===== src/rtl/iob_uart16550_init_pkg.sv =====
// Shared constants, state encoding and init-write payload for the UART16550 init sequencer.
package iob_uart16550_init_pkg;

    localparam logic [2:0] RBR_THR_DLL = 3'd0;
    localparam logic [2:0] IER_DLM     = 3'd1;
    localparam logic [2:0] IIR_FCR     = 3'd2;
    localparam logic [2:0] LCR         = 3'd3;

    localparam logic [7:0] LCR_DLAB = 8'h83;
    localparam logic [7:0] FCR_INIT = 8'h07;

    localparam int unsigned NSTEPS = 6;
    localparam int unsigned STEP_W = 3;
    localparam int unsigned TMO_W  = 8;

    typedef enum logic [1:0] {ISSUE, WAIT, PASS, PEND} seq_state_e;

    typedef struct packed {
        logic [2:0] adr;
        logic [7:0] dat;
    } init_wr_t;

endpackage


===== src/rtl/iob_uart16550_init_rom.sv =====
// Step index to 16550 register write (address, data) for the init sequence.
module iob_uart16550_init_rom
    import iob_uart16550_init_pkg::*;
#(
    parameter logic [7:0] LCR_INIT = 8'h03,
    parameter logic [7:0] IER_INIT = 8'h01
) (
    input  logic [STEP_W-1:0] step,
    input  logic [15:0]       div,
    output init_wr_t          wr_c
);

    // DLAB is opened first so the divisor lands in DLL/DLM, then LCR closes it.
    always_comb begin
        wr_c = '0;
        case (step)
            3'd0:    begin wr_c.adr = LCR;         wr_c.dat = LCR_DLAB;   end
            3'd1:    begin wr_c.adr = RBR_THR_DLL; wr_c.dat = div[7:0];   end
            3'd2:    begin wr_c.adr = IER_DLM;     wr_c.dat = div[15:8];  end
            3'd3:    begin wr_c.adr = LCR;         wr_c.dat = LCR_INIT;   end
            3'd4:    begin wr_c.adr = IIR_FCR;     wr_c.dat = FCR_INIT;   end
            3'd5:    begin wr_c.adr = IER_DLM;     wr_c.dat = IER_INIT;   end
            default: wr_c = '0;
        endcase
    end

endmodule


===== src/rtl/iob_uart16550_init_seq.sv =====
// UART16550 boot/reconfig write sequencer and Wishbone master mux in front of uart_top.
// Optional ack timeout: define UART_INIT_ACK_TIMEOUT_EN.
module iob_uart16550_init_seq
    import iob_uart16550_init_pkg::*;
#(
    parameter int unsigned ADDR_W   = 3,
    parameter int unsigned DATA_W   = 8,
    parameter logic [15:0] DIV_INIT = 16'd27,
    parameter logic [7:0]  LCR_INIT = 8'h03,
    parameter logic [7:0]  IER_INIT = 8'h01
`ifdef UART_INIT_ACK_TIMEOUT_EN
    ,
    parameter int unsigned ACK_TMO  = 255
`endif
) (
    input  logic              clk_i,
    input  logic              arst_n_i,
    input  logic              cfg_start_i,
    input  logic [15:0]       div_i,
    output logic              busy_o,
    output logic              err_o,
    input  logic [ADDR_W-1:0] h_adr_i,
    input  logic [DATA_W-1:0] h_dat_i,
    input  logic              h_sel_i,
    input  logic              h_we_i,
    input  logic              h_cyc_i,
    input  logic              h_stb_i,
    output logic              h_ack_o,
    output logic [DATA_W-1:0] h_dat_o,
    output logic [ADDR_W-1:0] u_adr_o,
    output logic [DATA_W-1:0] u_dat_o,
    output logic              u_sel_o,
    output logic              u_we_o,
    output logic              u_cyc_o,
    output logic              u_stb_o,
    input  logic              u_ack_i,
    input  logic [DATA_W-1:0] u_dat_i
);

    seq_state_e        state;
    logic [STEP_W-1:0] step;
    logic [15:0]       div_q;
    logic              seq_cyc;
    logic [ADDR_W-1:0] seq_adr;
    logic [DATA_W-1:0] seq_dat;
    init_wr_t          rom_wr;
    logic              host_own;

    iob_uart16550_init_rom #(
        .LCR_INIT (LCR_INIT),
        .IER_INIT (IER_INIT)
    ) u_rom (
        .step (step),
        .div  (div_q),
        .wr_c (rom_wr)
    );

`ifdef UART_INIT_ACK_TIMEOUT_EN
    logic [TMO_W-1:0] tmo_cnt;
    logic             err_q;
    assign err_o = err_q;
`else
    assign err_o = 1'b0;
`endif

    // Sequencer: one write per ISSUE/WAIT pair, bus dropped for a cycle after each ack.
    always_ff @(posedge clk_i or negedge arst_n_i) begin
        if (!arst_n_i) begin
            state   <= ISSUE;
            step    <= '0;
            div_q   <= DIV_INIT;
            seq_cyc <= 1'b0;
            seq_adr <= '0;
            seq_dat <= '0;
`ifdef UART_INIT_ACK_TIMEOUT_EN
            tmo_cnt <= '0;
            err_q   <= 1'b0;
`endif
        end else begin
            case (state)
                ISSUE: begin
                    seq_cyc <= 1'b1;
                    seq_adr <= ADDR_W'(rom_wr.adr);
                    seq_dat <= DATA_W'(rom_wr.dat);
                    state   <= WAIT;
`ifdef UART_INIT_ACK_TIMEOUT_EN
                    tmo_cnt <= '0;
`endif
                end
                WAIT: begin
                    if (u_ack_i) begin
                        seq_cyc <= 1'b0;
                        seq_adr <= '0;
                        seq_dat <= '0;
                        if (step == STEP_W'(NSTEPS - 1)) begin
                            step  <= '0;
                            state <= PASS;
                        end else begin
                            step  <= step + STEP_W'(1);
                            state <= ISSUE;
                        end
                    end
`ifdef UART_INIT_ACK_TIMEOUT_EN
                    else if (tmo_cnt == TMO_W'(ACK_TMO - 1)) begin
                        // Slave never answered: abandon the sequence and free the bus.
                        seq_cyc <= 1'b0;
                        seq_adr <= '0;
                        seq_dat <= '0;
                        err_q   <= 1'b1;
                        step    <= '0;
                        state   <= PASS;
                    end else begin
                        tmo_cnt <= tmo_cnt + TMO_W'(1);
                    end
`endif
                end
                PASS: begin
                    if (cfg_start_i) begin
                        div_q <= div_i;
                        step  <= '0;
                        state <= h_cyc_i ? PEND : ISSUE;
`ifdef UART_INIT_ACK_TIMEOUT_EN
                        err_q <= 1'b0;
`endif
                    end
                end
                PEND: begin
                    if (!h_cyc_i) begin
                        state <= ISSUE;
                    end
                end
                default: state <= ISSUE;
            endcase
        end
    end

    // Host owns the UART port only in PASS/PEND; otherwise its request is stalled.
    assign host_own = (state == PASS) || (state == PEND);
    assign busy_o   = (state != PASS);

    assign u_cyc_o = host_own ? h_cyc_i : seq_cyc;
    assign u_stb_o = host_own ? h_stb_i : seq_cyc;
    assign u_we_o  = host_own ? h_we_i  : seq_cyc;
    assign u_sel_o = host_own ? h_sel_i : seq_cyc;
    assign u_adr_o = host_own ? h_adr_i : seq_adr;
    assign u_dat_o = host_own ? h_dat_i : seq_dat;

    assign h_ack_o = host_own & u_ack_i;
    assign h_dat_o = host_own ? u_dat_i : '0;

endmodule


===== config.mk =====
export PLATFORM = sky130hd
export DESIGN_NAME = iob_uart16550_init_seq
export DESIGN_NICKNAME = d
export VERILOG_FILES = /design/src/rtl/iob_uart16550_init_pkg.sv /design/src/rtl/iob_uart16550_init_rom.sv /design/src/rtl/iob_uart16550_init_seq.sv
export SDC_FILE = /design/constraint.sdc
export NUM_CORES = 1
export LEC_CHECK = 0
export BUFFER_PORTS_ARGS = -buffer_cell sky130_fd_sc_hd__buf_4
export CAP_MARGIN = 40
export CORE_AREA = 2 2 67 69
export CTS_BUF_LIST = sky130_fd_sc_hd__clkbuf_16
export DETAILED_ROUTE_END_ITERATION = 7
export DIE_AREA = 0 0 69 71
export PLACE_DENSITY = 0.71
export SETUP_SLACK_MARGIN = 0.4
export SKIP_LAST_GASP = 1
export SYNTH_ARGS = -nofsm -noshare
export SYNTH_HDL_FRONTEND = slang
export SYNTH_HIERARCHICAL = 1
export SYNTH_SLANG_ARGS = --single-unit

===== constraint.sdc =====
create_clock -name clk_i -period 1.8 [get_ports clk_i]
set_clock_uncertainty 0.2 [all_clocks]
set_input_delay 0.36 -clock clk_i [delete_from_list [all_inputs] [get_ports clk_i]]
set_output_delay 0.36 -clock clk_i [all_outputs]
set_load 0.02 [all_outputs]

==> results by group, run 1 <==
Die
  – Die width: 69 um
  – Starting Density: 43.21%
  – Core box area: 4204 um2
  – IO Pins: 69
  – DIE HEIGHT: 71 um
  – Die area: 4899 um2
  – Num rows: 24

Global routing
  – GRT Resource Usage Total: 18.94%
  – Grt ovf: 0
  – Vias in the first global route: 1524
  – Initial antenna violation count: 0
  – First-pass GRT wire length: 7362 um
  – Largest net degree at the start of global routing: 34

Timing
  – Crit path time final: 1.882 ns
  – Hold Vio Cnt, Final: 0
  – Max-slew violation count: 0
  – Final Worst Setup Slack: -0.08231 ns
  – RSZ-0062 raised after global routing: true
  – Final setup violation count: 25
  – F_max: 0.5313 GHz
  – WHS: 0.1156 ns
  – Post-route clock period utilization: 104.6%

Synthesis
  – Largest cells by area after synthesis: dfrtp_1 40%, mux2_2 11%, mux2_4 7.4%, dfstp_2 5.8%, a22o_1 5.3%
  – Synth async-reset ratio: 100.0%
  – Post-synthesis sequential area ratio: 45.73%
  – Synth warn: 6
  – Mean post-synth cell area: 11.57 um2
  – Cell count after synthesis: 157
  – Yosys top cell by area: dfrtp_1
  – Area share of the largest cell type after synthesis: 39.94%
  – Mapped cell area: 1817 um2
  – Post-synth EDFFs: 0
  – Most common cell in the netlist: dfrtp_1
  – Top cells by count, synth: 29 x dfrtp_1, 18 x mux2_2, 12 x nand2_1
  – Post-Syn Nets: 200
  – Unique masters post-synth: 33
  – Top_reg_cell synth: dfrtp_1
  – Post-synthesis register bit count: 33

Route
  – DRT Pass-1 Iters: 4
  – Total Wirelength: 4627 um
  – Met3 Routed Length: 318 um
  – Final ANT Viol Nets: 0
  – Violation count after the first detailed-routing iteration: 56
  – Highest Signal Layer: met4
  – Length of routed met2 wiring: 2270 um
  – DRC: 0
  – Wire length per cell: 15.47 um
  – Via density: 5.211
  – Metal-1 WL: 1958 um
  – Via count: 1558

Clock tree
  – H-tree depth: 2
  – CTS tree: built
  – Clock sinks: 33
  – Latest clock arrival within the worst-skew pair: 0.27 ns
  – Clk slew on worst S/H paths: 0.05 ns
  – Number of CTS-inserted buffers: 5
  – Clock buffer depth: 2
  – Root Buffer: clkbuf_16

Placement
  – PortBufs: 67
  – Post-DP HPWL: 2644 um
  – GPL Wtd Cong: 0.6985
  – # placed instances: 264

Critical path
  – Required @ worst endpoint: 1.24 ns
  – Worst Setup End Kind: output pin
  – Reg2reg path depth: 8
  – Reg-to-reg startpoint: state[1]$_DFFE_PN0P_
  – Kind of critical path: register to output pin
  – Worst Path Arrival: 1.32 ns
  – Flop2flop setup slack: -0.04 ns
  – Setup crit start: state[1]$_DFFE_PN0P_
  – CP Max Fanout: 17
  – Startpoint Class: register
  – Worst R2R End: step[1]$_DFFE_PN0P_

Cells and area
  – Total Nets Final: 289
  – Share of cells above drive strength 1: 65.18%
  – Area grow syn2layout: 61.09%
  – Non-Filler Instances: 299
  – Antenna cells: 0

Outcome
  – Failing checks: negative setup slack
  – Status: finished with violations

Hold path
  – Hold path startpoint: div_i[3]
  – Worst Hold Path EP: div_q[3]$_DFFE_PN1P_
  – Min-delay worst type: input port to register
  – Min-Delay Path Depth: 2

Flow run
  – Max Cap Viol: 0

Power
  – Leakage: 1.497 nW
  – PwrDens: 1519 nW/um2
  – Max VDD drop: 1.160 mV
==> per-layer routing <==
layer	global-route usage (%)	vias up
li1	-	737
met1	23.60	753
met2	32.05	62
met3	4.558	6
met4	7.190	0
met5	0	-
==> state kept, by name (all words and copies together) (netlist names) <==
register	flops
seq_dat	8
div_q	16
seq_adr	3
state	2
seq_cyc	1
step	3
==> metrics by stage <==
stage	total power, mW	util [%]	instance area (um2)	TNS (ns)	setup slack (ns)
after floorplan	2.713	-	1931	0	0.2866
after global placement	3.111	56.90	2392	0	0.1808
after detailed placement	3.151	56.90	2392	0	0.1744
after CTS	4.308	67.83	2851	-1.137	-0.07478
after global routing	4.665	69.61	2927	-1.781	-0.1035
final	4.445	69.61	2927	-1.120	-0.08231
==> report_power, final <==
group          internal (mW)  switching [mW]  leakage [nW]  total, mW
clock                  0.501           0.287        0.0748      0.788
combinational           1.33            1.05          1.01       2.38
sequential              1.03           0.242         0.416       1.27
total                   2.87            1.58          1.50       4.45
==> worst max-delay path by stage <==
stage	endpoint	slack [ns]
2_1_floorplan	u_adr_o[0]	0.29
4_1_cts	u_dat_o[4]	-0.07
3_3_place_gp	seq_dat[1]$_DFFE_PN0P_	0.18
6_report	u_dat_o[4]	-0.08
5_1_grt	u_dat_o[4]	-0.10
3_5_place_dp	step[1]$_DFFE_PN0P_	0.17
==> logic make-up (layout without fill, tap and decap cells) <==
group | count (synthesis) | count (layout) | share of synthesized area, %
AOI/OAI and AO/OA | 33 | 34 | 13.70
xor gates and xnor gates | 1 | 1 | 0.4822
buffers and inverters | 18 | 107 | 6.818
DFF | 33 | 33 | 45.73
muxes | 27 | 27 | 18.59
other | 2 | 2 | 0.4134
and+or+nand+nor | 43 | 43 | 14.26
==> repair_timing <==
item,4_1_cts,5_1_grt
setup buffers,17,4
endpoints found under the setup margin,53,58
hold buffers,1,0
pin swaps,1,1
resized for setup,20,8
gates cloned,4,1
endpoints found under the hold margin,29,0
==> final cells by class <==
cell class	count	area, um2
clock inverter	3	13.76
tap	52	65.06
sequential	33	837.1
inverter	4	15.01
fill	306	1277
multi-input combinational	107	1012
timing repair buffer	95	858.3
clock buffer	5	125.1
==> critical path, stage by stage, from the launching register on <==
cell and delay (ns):
dfrtp_2 0.42, buf_12 0.16, mux2_4 0.30, buf_4 0.16
==> layout by cell type, fill, tap and decap left out, types with 2 or more instances in the layout <==
| cell | Yosys | layout |
|---|---|---|
| nor2b_4 | 2 | 3 |
| a22oi_2 | 1 | 2 |
| nor2_1 | 9 | 8 |
| buf_6 | 5 | 4 |
| nand2_1 | 12 | 6 |
| dfrtp_2 | 0 | 5 |
| clkbuf_16 | 0 | 6 |
| buf_12 | 0 | 4 |
| mux2_2 | 18 | 7 |
| inv_1 | 4 | 4 |
| buf_16 | 0 | 3 |
| clkinv_2 | 0 | 2 |
| nand3b_1 | 2 | 2 |
| o21bai_1 | 2 | 2 |
| dfstp_2 | 4 | 4 |
| nand2b_4 | 0 | 2 |
| nand2_4 | 0 | 4 |
| a22o_1 | 11 | 11 |
| and2_1 | 9 | 5 |
| o21ai_0 | 6 | 6 |
| a21oi_1 | 3 | 3 |
| a22oi_1 | 4 | 3 |
| and2_4 | 0 | 4 |
| a21o_4 | 0 | 2 |
| dfrtp_1 | 29 | 24 |
| conb_1 | 2 | 2 |
| nand2_2 | 0 | 2 |
| mux2_4 | 9 | 20 |
| buf_4 | 3 | 82 |
Note: power is estimated with default switching activity, not from simulation.
==> inputs of run 2 (changes only) <==
Settings changed: ABC_AREA from default to 1, CORE_AREA 2 2 67 69 to 2 2 69 71, CTS_CLUSTER_DIAMETER from default to 30, DIE_AREA 0 0 69 71 to 0 0 71 73, PLACE_DENSITY 0.71 to 0.7, SLEW_MARGIN from default to 20.
==> results by group, run 2 <==
Outcome
  – Status: finished with violations (unchanged)
  – Failing checks: negative setup slack (unchanged)

Synthesis
  – Unique masters post-synth: 25 (was 33)
  – Synth async-reset ratio: 100.0% (unchanged)
  – Post-synthesis sequential area ratio: 43.40% (was 45.73%)
  – Most common cell in the netlist: nand2_1 (was dfrtp_1)
  – Top_reg_cell synth: dfrtp_1 (unchanged)
  – Area share of the largest cell type after synthesis: 37.91% (was 39.94%)
  – Yosys top cell by area: dfrtp_1 (unchanged)
  – Synth warn: 6 (unchanged)
  – Top cells by count, synth: 123 x nand2_1, 30 x inv_1, 29 x dfrtp_1 (was 29 x dfrtp_1, 18 x mux2_2, 12 x nand2_1)
  – Largest cells by area after synthesis: dfrtp_1 38%, nand2_1 24%, inv_1 5.9%, dfstp_2 5.5%, nand3_1 5.5% (was dfrtp_1 40%, mux2_2 11%, mux2_4 7.4%, dfstp_2 5.8%, a22o_1 5.3%)
  – Mapped cell area: 1914 um2 (was 1817 um2)
  – Post-Syn Nets: 312 (was 200)
  – Post-synth EDFFs: 0 (unchanged)
  – Cell count after synthesis: 269 (was 157)
  – Mean post-synth cell area: 7.116 um2 (was 11.57 um2)
  – Post-synthesis register bit count: 33 (unchanged)

Power
  – Power share of the combinational group: 64.8% (was 53.6%)
  – Leakage: 1.786 nW (was 1.497 nW)
  – Max VDD drop: 0.8120 mV (was 1.160 mV)
  – Clock share of power: 12.8% (was 17.7%)
  – Cell Int Power: 3.498 mW (was 2.866 mW)
  – Register share of total power: 22.4% (was 28.7%)
  – Sw frac: 44.42% (was 35.53%)
  – PwrDens: 1909 nW/um2 (was 1519 nW/um2)
  – Sw Pwr: 2.796 mW (was 1.580 mW)

Critical path
  – Worst Path Arrival: 1.30 ns (was 1.32 ns)
  – Critical-path top delay cell: dfrtp_2 (unchanged)
  – Critical path buffer and inverter count: 3 (was 2)
  – Worst Setup End Kind: output pin (unchanged)
  – Flop2flop setup slack: 0.21 ns (was -0.04 ns)
  – CP most frequent cell: buf_6
  – Top delay family on crit path: flip-flops (unchanged)
  – Kind of critical path: register to output pin (unchanged)
  – CP peak stage delay: 0.44 ns (was 0.42 ns)
  – CP cell instances: buf_6 -> buf_12 -> nand2_2 -> o21ai_4 -> buf_6 (was buf_12 -> mux2_4 -> buf_4)
  – Required @ worst endpoint: 1.24 ns (about the same)
  – CP Max Fanout: 9 (was 17)
  – Reg2reg path depth: 6 (was 8)
  – Crit path depth: 5 (was 3)
  – Startpoint Class: register (unchanged)

Global routing
  – GRT Resource Usage Total: 19.95% (was 18.94%)
  – Largest net degree at the start of global routing: 34 (unchanged)
  – Initial antenna violation count: 0 (unchanged)
  – Vias in the first global route: 1812 (was 1524)
  – Grt ovf: 0 (unchanged)
  – First-pass GRT wire length: 8155 um (was 7362 um)

Cells and area
  – Max FFs per register: 16 (unchanged)
  – Total Nets Final: 392 (was 289)
  – Largest regs: div_q: 16 flops, seq_dat: 8 flops (unchanged)
  – Antenna cells: 0 (unchanged)
  – Area grow syn2layout: 72.22% (was 61.09%)
  – Most flop-heavy register: div_q (unchanged)
  – Fin area: 3297 um2 (was 2927 um2)
  – Most frequent cells in the layout: 80 x nand2_1, 45 x buf_4, 31 x buf_6 (was 82 x buf_4, 24 x dfrtp_1, 20 x mux2_4)
  – Fillers: 335 (was 306)
  – Share of cells above drive strength 1: 53.14% (was 65.18%)
  – Leading cell type in the layout, fill and taps excluded: nand2_1 (was buf_4)

Clock tree
  – Clk slew on worst S/H paths: 0.06 ns (was 0.05 ns)
  – Clock sinks: 33 (unchanged)
  – H-tree depth: 2 (unchanged)
  – Root Buffer: clkbuf_16 (unchanged)
  – CTS tree: built (unchanged)
  – Clock buffer depth: 2 (unchanged)
  – Latest clock arrival within the worst-skew pair: 0.27 ns (about the same)
  – Number of CTS-inserted buffers: 5 (unchanged)

Placement
  – Placed cell areas: 2554 um2 (was 2392 um2)
  – Post-DP HPWL: 2974 um (was 2644 um)
  – PortBufs: 67 (unchanged)
  – GPL Wtd Cong: 0.8029 (was 0.6985)

Timing
  – Final Worst Setup Slack: -0.05988 ns (was -0.08231 ns)
  – Final setup violation count: 15 (was 25)
  – Post-route clock period utilization: 103.3% (was 104.6%)
  – Crit path time final: 1.860 ns (was 1.882 ns)
  – RSZ-0062 raised after global routing: true (unchanged)
  – Setup TNS: -0.4776 ns (was -1.120 ns)
  – Max-slew violation count: 0 (unchanged)
  – Hold Vio Cnt, Final: 0 (unchanged)
  – F_max: 0.5377 GHz (was 0.5313 GHz)

Flow run
  – Max Cap Viol: 0 (unchanged)

Route
  – DRC: 0 (unchanged)
  – Wire length per cell: 13.73 um (was 15.47 um)
  – Final ANT Viol Nets: 0 (unchanged)
  – Via density: 4.844 (was 5.211)
  – Length of routed met2 wiring: 2887 um (was 2270 um)
  – Met3 Routed Length: 353 um (was 318 um)
  – Via count: 1957 (was 1558)
  – Violation count after the first detailed-routing iteration: 72 (was 56)
  – DRT Pass-1 Iters: 4 (unchanged)
  – Total Wirelength: 5546 um (was 4627 um)
  – Highest Signal Layer: met4 (unchanged)
  – Metal-1 WL: 2184 um (was 1958 um)

Die
  – Core box area: 4536 um2 (was 4204 um2)
  – Die width: 71 um (was 69 um)
  – Num rows: 25 (was 24)
  – Starting Density: 42.21% (was 43.21%)
  – DIE HEIGHT: 73 um (was 71 um)
  – Die area: 5183 um2 (was 4899 um2)
  – IO Pins: 69 (unchanged)

Hold path
  – Min-Delay Path Depth: 3 (was 2)
  – Min-delay worst type: input port to register (unchanged)
[run 2: cell count changes after synthesis, sizes merged, moves of 5 or more]
| cell | previous run | this run |
|---|---|---|
| and2 | 9 | 0 |
| o21ai | 6 | 26 |
| mux2 | 27 | 0 |
| inv | 4 | 36 |
| nand3 | 0 | 24 |
| a22o | 11 | 0 |
| nand2 | 12 | 125 |
| a22oi | 5 | 0 |
[run 2: power by group through the flow]
stage | Clock (mW) | Sequential [mW] | Combinational (mW)
floorplan | 0 | 1.30 | 2.22
global placement | 0 | 1.36 | 2.81
detailed placement | 0 | 1.37 | 2.84
CTS | 0.822 | 1.34 | 3.77
global route | 0.848 | 1.45 | 4.39
finish | 0.808 | 1.41 | 4.08
[run 2: routing by layer]
layer | GRT usage [%] | vias to the layer above
met5 | 0 | -
met4 | 6.709 | 0
met3 | 5.249 | 12
met2 | 35.10 | 73
met1 | 23.79 | 892
li1 | - | 980
[run 2: final timing paths]
kind | end | from
min | div_q[12]$_DFFE_PN0P_ | div_i[12]
min reg2reg | div_q[3]$_DFFE_PN1P_ | div_q[3]$_DFFE_PN1P_
max in group asynchronous | div_q[3]$_DFFE_PN1P_ | arst_n_i
max | u_dat_o[3] | state[1]$_DFFE_PN0P_
max reg2reg | step[0]$_DFFE_PN0P_ | state[1]$_DFFE_PN0P_
min in group asynchronous | state[1]$_DFFE_PN0P_ | arst_n_i
[run 2: area by class of cell]
class / count / area, um2 / share of cell area [%]
repair buffers: 85 / 874.6 / 26.53
clock inverters: 3 / 17.52 / 0.5313
clock buffers: 5 / 125.1 / 3.795
flip-flops and latches: 33 / 835.8 / 25.35
well taps: 54 / 67.56 / 2.049
multi-input cells: 188 / 1231 / 37.34
inverters: 36 / 145.1 / 4.402
[run 2: logic make-up after synthesis]
| kind of cell | share of synthesized area (%) |
|---|---|
| other | 0.3923 |
| AOI/OAI and AO/OA | 9.411 |
| DFF | 43.40 |
| buffers and inverters | 12.09 |
| and+or+nand+nor | 34.71 |
[run 2: tightest hold or removal path, delay by kind of cell]
family        cells  cell delay, ns
simple gates      2            0.08
buf+inv           1            0.08
[run 2: metrics by stage]
stage / util, % / hold WS [ns] / cells / setup slack, ns / total power, mW
after floorplan: - / -0.1356 / 269 / 0.3243 / 3.516
final: 72.69 / 0.07777 / 404 / -0.05988 / 6.294
after detailed placement: 56.30 / 0.1259 / 382 / 0.2093 / 4.211
after global placement: 56.30 / 0.1249 / 382 / 0.2298 / 4.169
after global routing: 72.69 / 0.08752 / 404 / -0.07658 / 6.690
after CTS: 68.91 / 0.07673 / 402 / -0.01637 / 5.934
[run 2: what timing repair did]
item	in CTS	in global routing
gates resized for setup	72	38
pin swaps	7	15
hold endpoints to repair	29	0
setup buffers	7	1
gates cloned	4	1
hold buffers	1	0
endpoints found under the setup margin	57	57
==> inputs of run 3 (changes only) <==
Settings changed: GPL_TIMING_DRIVEN from default to 0.
Clock period 1.8 ns to 2.1 ns, I/O delays scaled along.
==> results by group, run 3 (same netlist as run 2, synthesis figures left out) <==
Clock tree
  – Root Buffer: clkbuf_16 (unchanged)
  – Clock sinks: 33 (unchanged)
  – H-tree depth: 2 (unchanged)
  – Latest clock arrival within the worst-skew pair: 0.27 ns (about the same)
  – Clk slew on worst S/H paths: 0.05 ns (was 0.06 ns)
  – Number of CTS-inserted buffers: 5 (unchanged)
  – CTS tree: built (unchanged)
  – Clock buffer depth: 2 (unchanged)

Critical path
  – Reg-to-reg startpoint: step[0]$_DFFE_PN0P_ (was state[1]$_DFFE_PN0P_)
  – Startpoint Class: register (unchanged)
  – Required @ worst endpoint: 1.48 ns (was 1.24 ns)
  – Kind of critical path: register to output pin (unchanged)
  – Worst Setup End Kind: output pin (unchanged)
  – Setup crit start: state[1]$_DFFE_PN0P_ (unchanged)
  – Worst Path Arrival: 1.27 ns (was 1.30 ns)
  – CP Max Fanout: 9 (unchanged)

Route
  – Length of routed met2 wiring: 2133 um (was 2887 um)
  – Violation count after the first detailed-routing iteration: 112 (was 72)
  – Via density: 4.581 (was 4.844)
  – Total Wirelength: 4436 um (was 5546 um)
  – Wire length per cell: 10.87 um (was 13.73 um)
  – Met3 Routed Length: 323 um (was 353 um)
  – Highest Signal Layer: met4 (unchanged)
  – DRC: 0 (unchanged)
  – Via count: 1869 (was 1957)
  – DRT Pass-1 Iters: 4 (unchanged)
  – Metal-1 WL: 1934 um (was 2184 um)
  – Final ANT Viol Nets: 0 (unchanged)

Cells and area
  – Share of cells above drive strength 1: 37.57% (was 53.14%)
  – Largest regs: div_q: 16 flops, seq_dat: 8 flops (unchanged)
  – Final core utilization: 62.81% (was 72.69%)
  – Max FFs per register: 16 (unchanged)
  – Most frequent cells in the layout: 120 x nand2_1, 62 x buf_4, 30 x inv_1 (was 80 x nand2_1, 45 x buf_4, 31 x buf_6)
  – Antenna cells: 0 (unchanged)
  – Area grow syn2layout: 48.82% (was 72.22%)
  – Leading cell type in the layout, fill and taps excluded: nand2_1 (unchanged)
  – Total Nets Final: 396 (was 392)
  – Most flop-heavy register: div_q (unchanged)

Timing
  – F_max: 0.5286 GHz
  – Final setup violation count: 0 (was 15)
  – Post-route clock period utilization: 90.09%
  – Hold Vio Cnt, Final: 0 (unchanged)
  – Setup TNS: 0 ns (was -0.4776 ns)
  – Crit path time final: 1.892 ns
  – RSZ-0062 raised after global routing: true (unchanged)
  – Max-slew violation count: 0 (unchanged)

Global routing
  – First-pass GRT wire length: 7334 um (was 8155 um)
  – Grt ovf: 0 (unchanged)
  – Vias in the first global route: 1639 (was 1812)
  – Largest net degree at the start of global routing: 34 (unchanged)
  – GRT Resource Usage Total: 17.82% (was 19.95%)
  – Initial antenna violation count: 0 (unchanged)

Die
  – IO Pins: 69 (unchanged)
  – Die width: 71 um (unchanged)
  – Core box area: 4536 um2 (unchanged)
  – Die area: 5183 um2 (unchanged)
  – Num rows: 25 (unchanged)
  – DIE HEIGHT: 73 um (unchanged)
  – Starting Density: 42.21% (unchanged)

Placement
  – GPL Wtd Cong: 0.8419 (was 0.8029)
  – PortBufs: 67 (unchanged)
  – Post-DP HPWL: 3089 um (was 2974 um)

Hold path
  – Hold path startpoint: div_i[6] (was div_i[12])
  – Min-delay worst type: input port to register (unchanged)

Outcome
  – Status: complete, no violations (was finished with violations)

Power
  – PwrDens: 1598 nW/um2 (was 1909 nW/um2)
  – Max VDD drop: 0.6619 mV (was 0.8120 mV)
  – Leakage: 1.591 nW (was 1.786 nW)

Flow run
  – Max Cap Viol: 0 (unchanged)
run 3: cell count changes in the layout (fill, tap and decap cells not counted), moves of 3 or more:
| cell | previous run | this run |
|---|---|---|
| inv_1 | 21 | 30 |
| inv_2 | 13 | 5 |
| nand2_2 | 18 | 4 |
| dfrtp_2 | 4 | 1 |
| buf_6 | 31 | 19 |
| nand2_1 | 80 | 120 |
| dfrtp_1 | 25 | 28 |
| o21ai_4 | 11 | 0 |
| nand2_4 | 27 | 1 |
| buf_4 | 45 | 62 |
| o21ai_2 | 10 | 19 |
run 3: routing by layer:
metal	GRT usage (%)	up-vias
met3	5.387	5
met1	23.29	805
met5	0	-
met2	28.76	67
met4	5.241	0
li1	-	992
run 3: per-stage QoR:
stage / total power, mW / setup slack, ns / hold WS [ns] / std cells / instance area (um2)
2_1_floorplan: 2.717 / 0.3770 / -0.07559 / 269 / 1914
3_3_place_gp: 3.398 / 0.3236 / 0.1845 / 390 / 2485
3_5_place_dp: 3.441 / 0.3060 / 0.1883 / 390 / 2485
4_1_cts: 4.557 / 0.2114 / 0.1352 / 406 / 2830
5_1_grt: 4.912 / 0.1579 / 0.1408 / 408 / 2849
6_report: 4.552 / 0.2082 / 0.1398 / 408 / 2849
run 3: timing repair:
action / in CTS / in global routing
gates resized for setup: 38 / 1
setup buffers: 4 / 2
cloned: 3 / 0
hold buffers: 1 / 0
pin swaps: 10 / 1
hold endpoints to repair: 29 / 0
setup endpoints to repair: 25 / 25
run 3: area by class of cell:
class	instances	area, um2
Buffer	12	125.1
Clock buffer	5	125.1
Clock inverter	3	12.51
Fill cell	419	1687
Inverter	36	137.6
Multi-Input combinational cell	188	898.4
Sequential cell	33	832.0
Tap cell	54	67.56
Timing Repair Buffer	77	650.6
run 3: path summary, 6_finish.rpt:
| path | cells after the start | endpoint | slack, ns |
|---|---|---|---|
| hold reg to reg | 2 | div_q[4]$_DFFE_PN1P_ | 0.27 |
| min in group asynchronous | 2 | seq_dat[6]$_DFFE_PN0P_ | 0.46 |
| max in group asynchronous | 2 | div_q[0]$_DFFE_PN1P_ | 0.92 |
| setup / recovery | 5 | u_adr_o[1] | 0.21 |
| setup reg to reg | 7 | seq_dat[1]$_DFFE_PN0P_ | 0.55 |
| hold / removal | 3 | div_q[6]$_DFFE_PN0P_ | 0.14 |
run 3: critical path, cell delays in order (launching register included):
cell and delay, ns:
dfrtp_2 0.45, buf_8 0.17, buf_16 0.13, nand2_1 0.07, o21ai_2 0.06, buf_6 0.13
run 3: report_power, final:
part | internal (mW) | switching (mW)
registers | 0.957 | 0.186
clock network | 0.427 | 0.242
logic | 1.23 | 1.51
